`src/rtl/sram_pkg.sv`:
```
`default_nettype none
// ============================================================================
// Module  : sram_pkg
// Purpose : Shared types for the SRAM access controller. Contains the request
//           operation encoding, the access FSM states, the wait-counter width
//           and the request priority helper.
// Revision: 1.0 - initial release
// ============================================================================
package sram_pkg;

    localparam int WAIT_W = 3;

    typedef enum logic [1:0] {
        OP_NONE,
        OP_RD_CPU,
        OP_RD_PPU,
        OP_WR
    } op_e;

    typedef enum logic [1:0] {
        S_IDLE,
        S_RD,
        S_WR_SETUP,
        S_WR_PULSE
    } state_e;

    // Resolve simultaneous strobes: write beats PPU read beats CPU read.
    function automatic op_e sel_op(input logic rd_cpu, input logic rd_ppu, input logic wr);
        op_e op;
        op = OP_NONE;
        if (wr)
            op = OP_WR;
        else if (rd_ppu)
            op = OP_RD_PPU;
        else if (rd_cpu)
            op = OP_RD_CPU;
        return op;
    endfunction

endpackage
`default_nettype wire

```
`src/rtl/sram_sat_counter.sv`:
```
`default_nettype none
// ============================================================================
// Module  : sram_sat_counter
// Purpose : Saturating up-counter that sticks at all-ones.
// Ports   : clk     - clock
//           rst     - synchronous active-high reset (clears count)
//           i_clr   - synchronous clear
//           i_inc   - increment request
//           o_count - current count
// Revision: 1.0 - initial release
// ============================================================================
module sram_sat_counter #(
    parameter int WIDTH = 16
) (
    input  logic             clk,
    input  logic             rst,
    input  logic             i_clr,
    input  logic             i_inc,
    output logic [WIDTH-1:0] o_count
);

    logic [WIDTH-1:0] r_count;

    always_ff @(posedge clk) begin
        if (rst || i_clr)
            r_count <= '0;
        else if (i_inc && (r_count != '1))
            r_count <= r_count + WIDTH'(1);
    end

    assign o_count = r_count;

endmodule
`default_nettype wire

```
`src/rtl/sram_access_ctrl.sv`:
```
`default_nettype none
// ============================================================================
// Module  : sram_access_ctrl
// Purpose : Converts per-cycle memory strobes from the PPU/CPU multiplexer into
//           timed asynchronous SRAM read/write cycles. Read results land in a
//           CPU latch or a PPU latch, each with a one-cycle valid pulse.
// Ports   : clk, reset (sync, active-high), ce (gates request acceptance)
//           mem_addr/mem_read_cpu/mem_read_ppu/mem_write/mem_din - requests
//           busy - access in flight, requests ignored while high
//           cpu_dout/cpu_valid, ppu_dout/ppu_valid - read latches + pulses
//           sram_addr, sram_dq_o, sram_dq_oe, sram_dq_i,
//           sram_ce_n, sram_oe_n, sram_we_n - SRAM pad interface
//           stat_cpu_rd/stat_ppu_rd/stat_wr - saturating completion counters,
//           present only when SRAM_ACCESS_STATS_EN is defined
// Config  : `define SRAM_ACCESS_STATS_EN to add the statistics counters.
// Revision: 1.0 - initial release
// ============================================================================
module sram_access_ctrl
    import sram_pkg::*;
#(
    parameter int ADDR_W      = 22,
    parameter int WAIT_STATES = 0
) (
    input  logic              clk,
    input  logic              reset,
    input  logic              ce,
    input  logic [ADDR_W-1:0] mem_addr,
    input  logic              mem_read_cpu,
    input  logic              mem_read_ppu,
    input  logic              mem_write,
    input  logic [7:0]        mem_din,
    output logic              busy,
    output logic [7:0]        cpu_dout,
    output logic [7:0]        ppu_dout,
    output logic              cpu_valid,
    output logic              ppu_valid,
    output logic [ADDR_W-1:0] sram_addr,
    output logic [7:0]        sram_dq_o,
    output logic              sram_dq_oe,
    input  logic [7:0]        sram_dq_i,
    output logic              sram_ce_n,
    output logic              sram_oe_n,
    output logic              sram_we_n
`ifdef SRAM_ACCESS_STATS_EN
    ,
    output logic [15:0]       stat_cpu_rd,
    output logic [15:0]       stat_ppu_rd,
    output logic [15:0]       stat_wr
`endif
);

    localparam logic [WAIT_W-1:0] c_WAIT = WAIT_W'(WAIT_STATES);

    state_e              r_state,     w_state_nxt;
    op_e                 r_op,        w_op_nxt;
    op_e                 w_req_op;
    logic [WAIT_W-1:0]   r_cnt,       w_cnt_nxt;
    logic                r_busy,      w_busy_nxt;
    logic [7:0]          r_cpu_dout,  w_cpu_dout_nxt;
    logic [7:0]          r_ppu_dout,  w_ppu_dout_nxt;
    logic                r_cpu_valid, w_cpu_valid_nxt;
    logic                r_ppu_valid, w_ppu_valid_nxt;
    logic [ADDR_W-1:0]   r_addr,      w_addr_nxt;
    logic [7:0]          r_dq_o,      w_dq_o_nxt;
    logic                r_dq_oe,     w_dq_oe_nxt;
    logic                r_ce_n,      w_ce_n_nxt;
    logic                r_oe_n,      w_oe_n_nxt;
    logic                r_we_n,      w_we_n_nxt;

    // Next-state and next-output logic. All outputs are registered, so this
    // block computes the value each register takes at the coming edge.
    always_comb begin
        w_req_op        = sel_op(mem_read_cpu, mem_read_ppu, mem_write);
        w_state_nxt     = r_state;
        w_op_nxt        = r_op;
        w_cnt_nxt       = r_cnt;
        w_busy_nxt      = r_busy;
        w_cpu_dout_nxt  = r_cpu_dout;
        w_ppu_dout_nxt  = r_ppu_dout;
        w_cpu_valid_nxt = 1'b0;
        w_ppu_valid_nxt = 1'b0;
        w_addr_nxt      = r_addr;
        w_dq_o_nxt      = r_dq_o;
        w_dq_oe_nxt     = r_dq_oe;
        w_ce_n_nxt      = r_ce_n;
        w_oe_n_nxt      = r_oe_n;
        w_we_n_nxt      = r_we_n;

        case (r_state)
            S_IDLE: begin
                // Drops the pad driver one cycle after a write's WE rise
                // (the write hold window), unless a new write starts now.
                w_dq_oe_nxt = 1'b0;
                if (ce && (w_req_op != OP_NONE)) begin
                    w_op_nxt   = w_req_op;
                    w_addr_nxt = mem_addr;
                    w_cnt_nxt  = c_WAIT;
                    w_busy_nxt = 1'b1;
                    w_ce_n_nxt = 1'b0;
                    if (w_req_op == OP_WR) begin
                        w_state_nxt = S_WR_SETUP;
                        w_dq_o_nxt  = mem_din;
                        w_dq_oe_nxt = 1'b1;
                        w_we_n_nxt  = 1'b1;
                    end else begin
                        w_state_nxt = S_RD;
                        w_oe_n_nxt  = 1'b0;
                    end
                end
            end

            S_RD: begin
                if (r_cnt == '0) begin
                    if (r_op == OP_RD_PPU) begin
                        w_ppu_dout_nxt  = sram_dq_i;
                        w_ppu_valid_nxt = 1'b1;
                    end else begin
                        w_cpu_dout_nxt  = sram_dq_i;
                        w_cpu_valid_nxt = 1'b1;
                    end
                    w_oe_n_nxt  = 1'b1;
                    w_ce_n_nxt  = 1'b1;
                    w_busy_nxt  = 1'b0;
                    w_state_nxt = S_IDLE;
                end else begin
                    w_cnt_nxt = r_cnt - WAIT_W'(1);
                end
            end

            S_WR_SETUP: begin
                w_we_n_nxt  = 1'b0;
                w_state_nxt = S_WR_PULSE;
            end

            S_WR_PULSE: begin
                if (r_cnt == '0) begin
                    // dq_oe is intentionally left high here; IDLE clears it.
                    w_we_n_nxt  = 1'b1;
                    w_ce_n_nxt  = 1'b1;
                    w_busy_nxt  = 1'b0;
                    w_state_nxt = S_IDLE;
                end else begin
                    w_cnt_nxt = r_cnt - WAIT_W'(1);
                end
            end

            default: begin
                w_state_nxt = S_IDLE;
            end
        endcase
    end

    always_ff @(posedge clk) begin
        if (reset) begin
            r_state     <= S_IDLE;
            r_op        <= OP_NONE;
            r_cnt       <= '0;
            r_busy      <= 1'b0;
            r_cpu_dout  <= 8'h00;
            r_ppu_dout  <= 8'h00;
            r_cpu_valid <= 1'b0;
            r_ppu_valid <= 1'b0;
            r_addr      <= '0;
            r_dq_o      <= 8'h00;
            r_dq_oe     <= 1'b0;
            r_ce_n      <= 1'b1;
            r_oe_n      <= 1'b1;
            r_we_n      <= 1'b1;
        end else begin
            r_state     <= w_state_nxt;
            r_op        <= w_op_nxt;
            r_cnt       <= w_cnt_nxt;
            r_busy      <= w_busy_nxt;
            r_cpu_dout  <= w_cpu_dout_nxt;
            r_ppu_dout  <= w_ppu_dout_nxt;
            r_cpu_valid <= w_cpu_valid_nxt;
            r_ppu_valid <= w_ppu_valid_nxt;
            r_addr      <= w_addr_nxt;
            r_dq_o      <= w_dq_o_nxt;
            r_dq_oe     <= w_dq_oe_nxt;
            r_ce_n      <= w_ce_n_nxt;
            r_oe_n      <= w_oe_n_nxt;
            r_we_n      <= w_we_n_nxt;
        end
    end

    assign busy       = r_busy;
    assign cpu_dout   = r_cpu_dout;
    assign ppu_dout   = r_ppu_dout;
    assign cpu_valid  = r_cpu_valid;
    assign ppu_valid  = r_ppu_valid;
    assign sram_addr  = r_addr;
    assign sram_dq_o  = r_dq_o;
    assign sram_dq_oe = r_dq_oe;
    assign sram_ce_n  = r_ce_n;
    assign sram_oe_n  = r_oe_n;
    assign sram_we_n  = r_we_n;

`ifdef SRAM_ACCESS_STATS_EN
    logic w_wr_done;

    // A write completes on the edge that raises WE.
    assign w_wr_done = (r_state == S_WR_PULSE) && (r_cnt == '0);

    sram_sat_counter #(.WIDTH(16)) u_stat_cpu_rd (
        .clk     (clk),
        .rst     (reset),
        .i_clr   (1'b0),
        .i_inc   (w_cpu_valid_nxt),
        .o_count (stat_cpu_rd)
    );

    sram_sat_counter #(.WIDTH(16)) u_stat_ppu_rd (
        .clk     (clk),
        .rst     (reset),
        .i_clr   (1'b0),
        .i_inc   (w_ppu_valid_nxt),
        .o_count (stat_ppu_rd)
    );

    sram_sat_counter #(.WIDTH(16)) u_stat_wr (
        .clk     (clk),
        .rst     (reset),
        .i_clr   (1'b0),
        .i_inc   (w_wr_done),
        .o_count (stat_wr)
    );
`endif

endmodule
`default_nettype wire

```
`config.mk`:
```
export PLATFORM = sky130hd
export DESIGN_NAME = sram_access_ctrl
export DESIGN_NICKNAME = d
export VERILOG_FILES = /design/src/rtl/sram_pkg.sv /design/src/rtl/sram_sat_counter.sv /design/src/rtl/sram_access_ctrl.sv
export SDC_FILE = /design/constraint.sdc
export NUM_CORES = 1
export LEC_CHECK = 0
export BUFFER_PORTS_ARGS = -buffer_cell sky130_fd_sc_hd__buf_2
export CAP_MARGIN = 10
export CORE_ASPECT_RATIO = 1.75
export CORE_UTILIZATION = 44
export DETAILED_ROUTE_END_ITERATION = 12
export PLACE_DENSITY = 0.76
export RECOVER_POWER = 50
export SYNTH_ARGS = -nofsm -noshare
export SYNTH_HDL_FRONTEND = slang
export SYNTH_SLANG_ARGS = --single-unit
```
`constraint.sdc`:
```
create_clock -name clk -period 1.4 [get_ports clk]
set_input_delay 0.28 -clock clk [delete_from_list [all_inputs] [get_ports clk]]
set_output_delay 0.28 -clock clk [all_outputs]
set_load 0.05 [all_outputs]
```
## After elaboration in Yosys (flattened, before gate mapping)

Index checks and enable logic that the tools add are counted.

| storage, ports and cells | value |
|---|---|
| register bits | 60 |
| input bits | 44 |
| output and inout bits | 53 |
| logic and storage cells | 74 |

| cells by class | value |
|---|---|
| $add $sub $neg | 1 |
| equal/unequal tests | 12 |
| mux-type cells | 26 |
| bitwise operators | 3 |
| reduce and logical (&&, ||, !) cells | 18 |

Operator list:

| cell | count |
|---|---|
| $reduce_and A3 Y1 | 5 |
| $mux W1 | 13 |
| $ne A2 B2 Y1 const B | 6 |
| $mux W2 | 5 |
| $eq A2 B2 Y1 const B | 4 |
| $reduce_and A4 Y1 | 2 |
| $mux W3 | 2 |
| $pmux W1 S2 | 3 |
| $pmux W2 S3 | 1 |
| $pmux W3 S2 | 1 |
| $reduce_bool A2 Y1 | 3 |
| $reduce_and A2 Y1 | 2 |
| $logic_not A3 Y1 | 1 |
| $not A1 Y1 | 3 |
| $pmux W1 S3 | 1 |
| $reduce_bool A3 Y1 | 1 |
| $reduce_or A3 Y1 | 1 |
| $sub A3 B1 Y3 const B | 1 |
| $eq A2 B1 Y1 const B | 1 |
| $logic_not A2 Y1 | 1 |
| $ne A2 B1 Y1 const B | 1 |
| $reduce_or A2 Y1 | 1 |
| $logic_and A1 B1 Y1 | 1 |

## Logic depth before layout (Yosys ltp)

| logic depth | value |
|---|---|
| word-level depth | 7 |
| mapped depth | 6 |

## Worst setup path after synthesis

No wires, ideal clock.

| timing path | value |
|---|---|
| path kind | register to register |
| from | register r_cnt[0] |
| to | register r_we_n, in the netlist sram_we_n |
| data arrival time | 1.246 ns |
| setup slack | 0.029 ns |
| stages on the path, launching flop included | 6 |
| path buffers | 0 |
| cell sequence | dfxtp_1 > inv_1 > ha_1 > and3b_1 > or3_1 > a2bb2oi_2 |

| between the ends | value |
|---|---|
| cells in the longest elaborated chain, start to end | 3 |

Ends and longest elaborated chain:

| item | line | source |
|---|---|---|
| from (decl) | sram_access_ctrl.sv:57 | `logic [WAIT_W-1:0] r_cnt, w_cnt_nxt;` |
| from (signal assigned) | sram_access_ctrl.sv:172 | `r_cnt <= w_cnt_nxt;` |
| $logic_not A3 Y1 | sram_access_ctrl.sv:136 | `if (r_cnt == '0) begin` |
| $ne A2 B2 Y1 (no source line) | -- |  |
| $reduce_and A4 Y1 (no source line) | -- |  |
| to (signal assigned) | sram_access_ctrl.sv:183 | `r_we_n <= w_we_n_nxt;` |
| to (decl) | sram_access_ctrl.sv:68 | `logic r_we_n, w_we_n_nxt;` |

No other way between the ends.
A chain may end at the register's enable or synchronous reset.

## Final worst setup path

| timing path | value |
|---|---|
| from | register r_cnt[1] |
| to | register r_cpu_dout[1], in the netlist cpu_dout[1] |

| between the ends | value |
|---|---|
| cells in the longest elaborated chain, start to end | 2 |

Ends and longest elaborated chain:

| item | line | source |
|---|---|---|
| $logic_not A3 Y1 | sram_access_ctrl.sv:113 | `if (r_cnt == '0) begin` |
| $reduce_and A3 Y1 (no source line) | -- |  |
| to (signal assigned) | sram_access_ctrl.sv:174 | `r_cpu_dout <= w_cpu_dout_nxt;` |
| to (decl) | sram_access_ctrl.sv:59 | `logic [7:0] r_cpu_dout, w_cpu_dout_nxt;` |

No other way between the ends.

==> impl_metrics.json <==
{
  "register_area_um2": 1200,
  "holdCritStartpoint": "mem_din[5]",
  "ys_seq_elements": 60,
  "fin_crit_ps": 1370,
  "drt_iter0_markers": 105,
  "firstDrtPassIters": 4,
  "slew_violations": 0,
  "status": "completed",
  "path_clk_slew_ps": 60,
  "drc": 0,
  "wirelength_um": 5720,
  "drive_gt1_frac": 0.408,
  "relSlewSlack": 0.740,
  "fin_setup_tns_ps": 0,
  "pwr-share-seq": 0.403,
  "worst_path_max_delay_cell": "dfxtp_1",
  "p_switching_uw": 1280,
  "hold-path-cell-count": 3,
  "area_growth_pct": 38.0,
  "cp_top_family": "simple AND/OR/NAND/NOR gates",
  "whs_ps": 180,
  "cts.sinks": 60,
  "worstPathCellList": "inv_2, ha_4, and4bb_4, nor2b_4, buf_6, mux2i_1",
  "synth_compound_area_frac": 0.164,
  "syn_inst": 270,
  "cts_buffers": 9,
  "core_area_um2": 5540,
  "synth_top_area_share": 0.478,
  "cp_data_required_time_ps": 1670,
  "design_area_um2": 3470,
  "insertion_delay_ps": 340,
  "muxShareOfSynthArea": 0.0677,
  "arrival_ps": 1640,
  "min_to": "sram_dq_o[5]",
  "vdd_drop_max_mv": 0.739,
  "via_count": 2279,
  "report.final.setup_viol": 0,
  "r2r-start": "r_cnt[1]",
  "setup_ws_ps": 29.8,
  "maxCapViolCount": 0,
  "grt_max_degree": 29,
  "path_max_fanout": 5,
  "first_global_vias": 2150,
  "place_ws_ps": -43.8,
  "die_x_um": 59.2,
  "h-tree-depth": 3,
  "worstSetupStartpoint": "r_cnt[1]",
  "synthXorXnorAreaFrac": 0,
  "place_hpwl_um": 4120,
  "track_usage": 0.202,
  "viasPerCell": 4.98,
  "synth_edf_count": 0,
  "hold_path.class": "in -> reg",
  "cellLeakagePower_uw": 0.00155,
  "dpl_cell_area_um2": 3180,
  "cp-end-kind": "flop",
  "final_util": 0.626,
  "cp.buffers_inverters": 2,
  "skew_ps": 2.53,
  "fin_nets": 424,
  "p_comb_frac": 0.189,
  "netlist_top_cells_count": "60 x dfxtp_1, 43 x nand2_1, 35 x a21oi_1",
  "start_util": 0.454,
  "regToRegSetupSlack_ps": 30,
  "syn-num-nets": 316,
  "synth_area_um2": 2510,
  "yosysMostFrequentCell": "dfxtp_1",
  "clock-root-buffer": "clkbuf_8",
  "start_kind": "flop",
  "power.internal_uw": 3310,
  "crit_type": "reg -> reg",
  "seq_area_frac_synth": 0.478,
  "globalplace.congestion": 0.790,
  "cts_tree": "done",
  "ys.warnings.count": 0,
  "synth_top_area_cell": "dfxtp_1",
  "synth_flop_cell": "dfxtp_1",
  "hold_buffers": 0,
  "clockBufferDepth": 2,
  "synth.avg_cell_area_um2": 9.31,
  "power_density_nw_per_um2": 1320,
  "die-area_um2": 6030,
  "multiInputGateArea_um2": 1190,
  "r2r-end": "cpu_dout[1]",
  "async_flop_share": 0,
  "ios": 97,
  "num_antenna_cells": 0,
  "r2r_cells": 6,
  "num_rows": 36,
  "post-route-period-util": 0.979,
  "worstMarginPinSlew_ps": 389,
  "drtAntennaViolNets": 0,
  "hold_violations": 0,
  "switching_share": 0.279,
  "power.share.clock": 0.408,
  "grt.overflow.total": 0,
  "rsz0062_at_grt": "true",
  "post_drt_wl_per_cell_um": 12.5,
  "dieHeight_um": 102,
  "yosys.area_share.adder": 0.00995,
  "n_fill_cell": 496,
  "critical-path-max-stage-delay_ps": 310,
  "fmax_mhz": 730,
  "antenna_found_initial": 0,
  "synth_area_leaders": "dfxtp_1 48%, a21oi_1 7.0%, mux2i_1 6.8%",
  "io_buffers": 96,
  "grt_pass1_wl_um": 9000,
  "synth.distinct_cells": 39,
  "synthSimpleGateAreaFrac": 0.221,
  "synth_top_family_by_area": "simple AND/OR/NAND/NOR gates"
}
-- power by group through the flow --
| stage | logic, µW | registers [µW] | clock network [µW] |
|---|---|---|---|
| CTS | 873 | 1850 | 1910 |
| global route | 925 | 1860 | 1980 |
| detailed placement | 859 | 1890 | 0 |
| global placement | 846 | 1890 | 0 |
| finish | 868 | 1850 | 1870 |
| floorplan | 305 | 2180 | 0 |
-- through the flow --
stage	instances	power, µW
after floorplan	270	2490
after global placement	440	2730
after detailed placement	440	2750
after CTS	458	4640
after global routing	458	4770
final	458	4590
-- cell usage in the layout, fill, tap and decap left out, types with 2 or more instances in the layout --
| cell type | netlist | layout |
|---|---|---|
| buf_4 | 1 | 14 |
| bufinv_16 | 0 | 3 |
| nor2_1 | 4 | 4 |
| o21ai_0 | 6 | 6 |
| nand3b_1 | 22 | 22 |
| a21oi_1 | 35 | 35 |
| clkbuf_2 | 0 | 48 |
| inv_1 | 5 | 3 |
| or2_2 | 2 | 2 |
| nor2b_1 | 4 | 3 |
| mux2i_1 | 17 | 17 |
| and2_1 | 2 | 2 |
| inv_2 | 0 | 2 |
| buf_2 | 4 | 48 |
| o21ai_1 | 14 | 14 |
| clkinv_2 | 0 | 2 |
| nor3_1 | 3 | 3 |
| o21ai_2 | 6 | 6 |
| dfxtp_1 | 60 | 59 |
| nand3_1 | 2 | 2 |
| buf_6 | 6 | 2 |
| o21a_1 | 2 | 2 |
| nand2_1 | 43 | 43 |
| buf_12 | 0 | 6 |
| clkbuf_8 | 0 | 10 |
| o31ai_1 | 3 | 3 |
-- cell families (layout without fill, tap and decap cells) --
| family | after synthesis | in the layout |
|---|---|---|
| compound gates | 70 | 70 |
| fa+ha+maj | 2 | 2 |
| buf+inv | 26 | 138 |
| flops | 60 | 60 |
| mux | 17 | 17 |
| simple gates | 95 | 95 |
-- cell type report --
| cell class | instances | area share |
|---|---|---|
| inverter | 5 | 0.00541 |
| multi-input combinational | 184 | 0.342 |
| sequential | 60 | 0.347 |
| clock inverter | 5 | 0.0288 |
| timing repair buffer | 118 | 0.210 |
| clock buffer | 10 | 0.0397 |
| tap | 76 | 0.0274 |
-- worst register-to-register path, delay by kind of cell, from the launching register on --
family / cells / cell delay [ps]
AND/OR/NAND/NOR: 2 / 440
flip-flops: 1 / 310
buffers and inverters: 2 / 220
multiplexers: 1 / 190
adder cells (fa/ha/maj): 1 / 140
-- what timing repair did --
item                                    CTS  global route
endpoints found under the setup margin   10            14
setup buffers                             2             0
gates cloned                              1             0
pin swaps                                 0             1
resized for setup                         8             3
-- routing by layer --
| metal | track usage | part of all wire |
|---|---|---|
| met3 | 0.0570 | 0.048 |
| met1 | 0.194 | 0.38 |
| met4 | 0.137 | 0.034 |
| met2 | 0.360 | 0.53 |
| met5 | 0 | 0 |
-- worst max path at each step --
stage,end,cells after the start
after CTS,cpu_dout[1],6
after global routing,cpu_dout[0],6
final,cpu_dout[1],6
after floorplan,sram_we_n,5
after detailed placement,cpu_dout[1],6
after global placement,cpu_dout[7],6
-- state kept, by name (all words and copies together) (netlist names), 2 cells and up --
register   flops
sram_addr     22
cpu_dout       8
r_state        2
ppu_dout       8
r_cnt          3
r_op           2
sram_dq_o      8
Note: power is estimated with default switching activity, not from simulation.
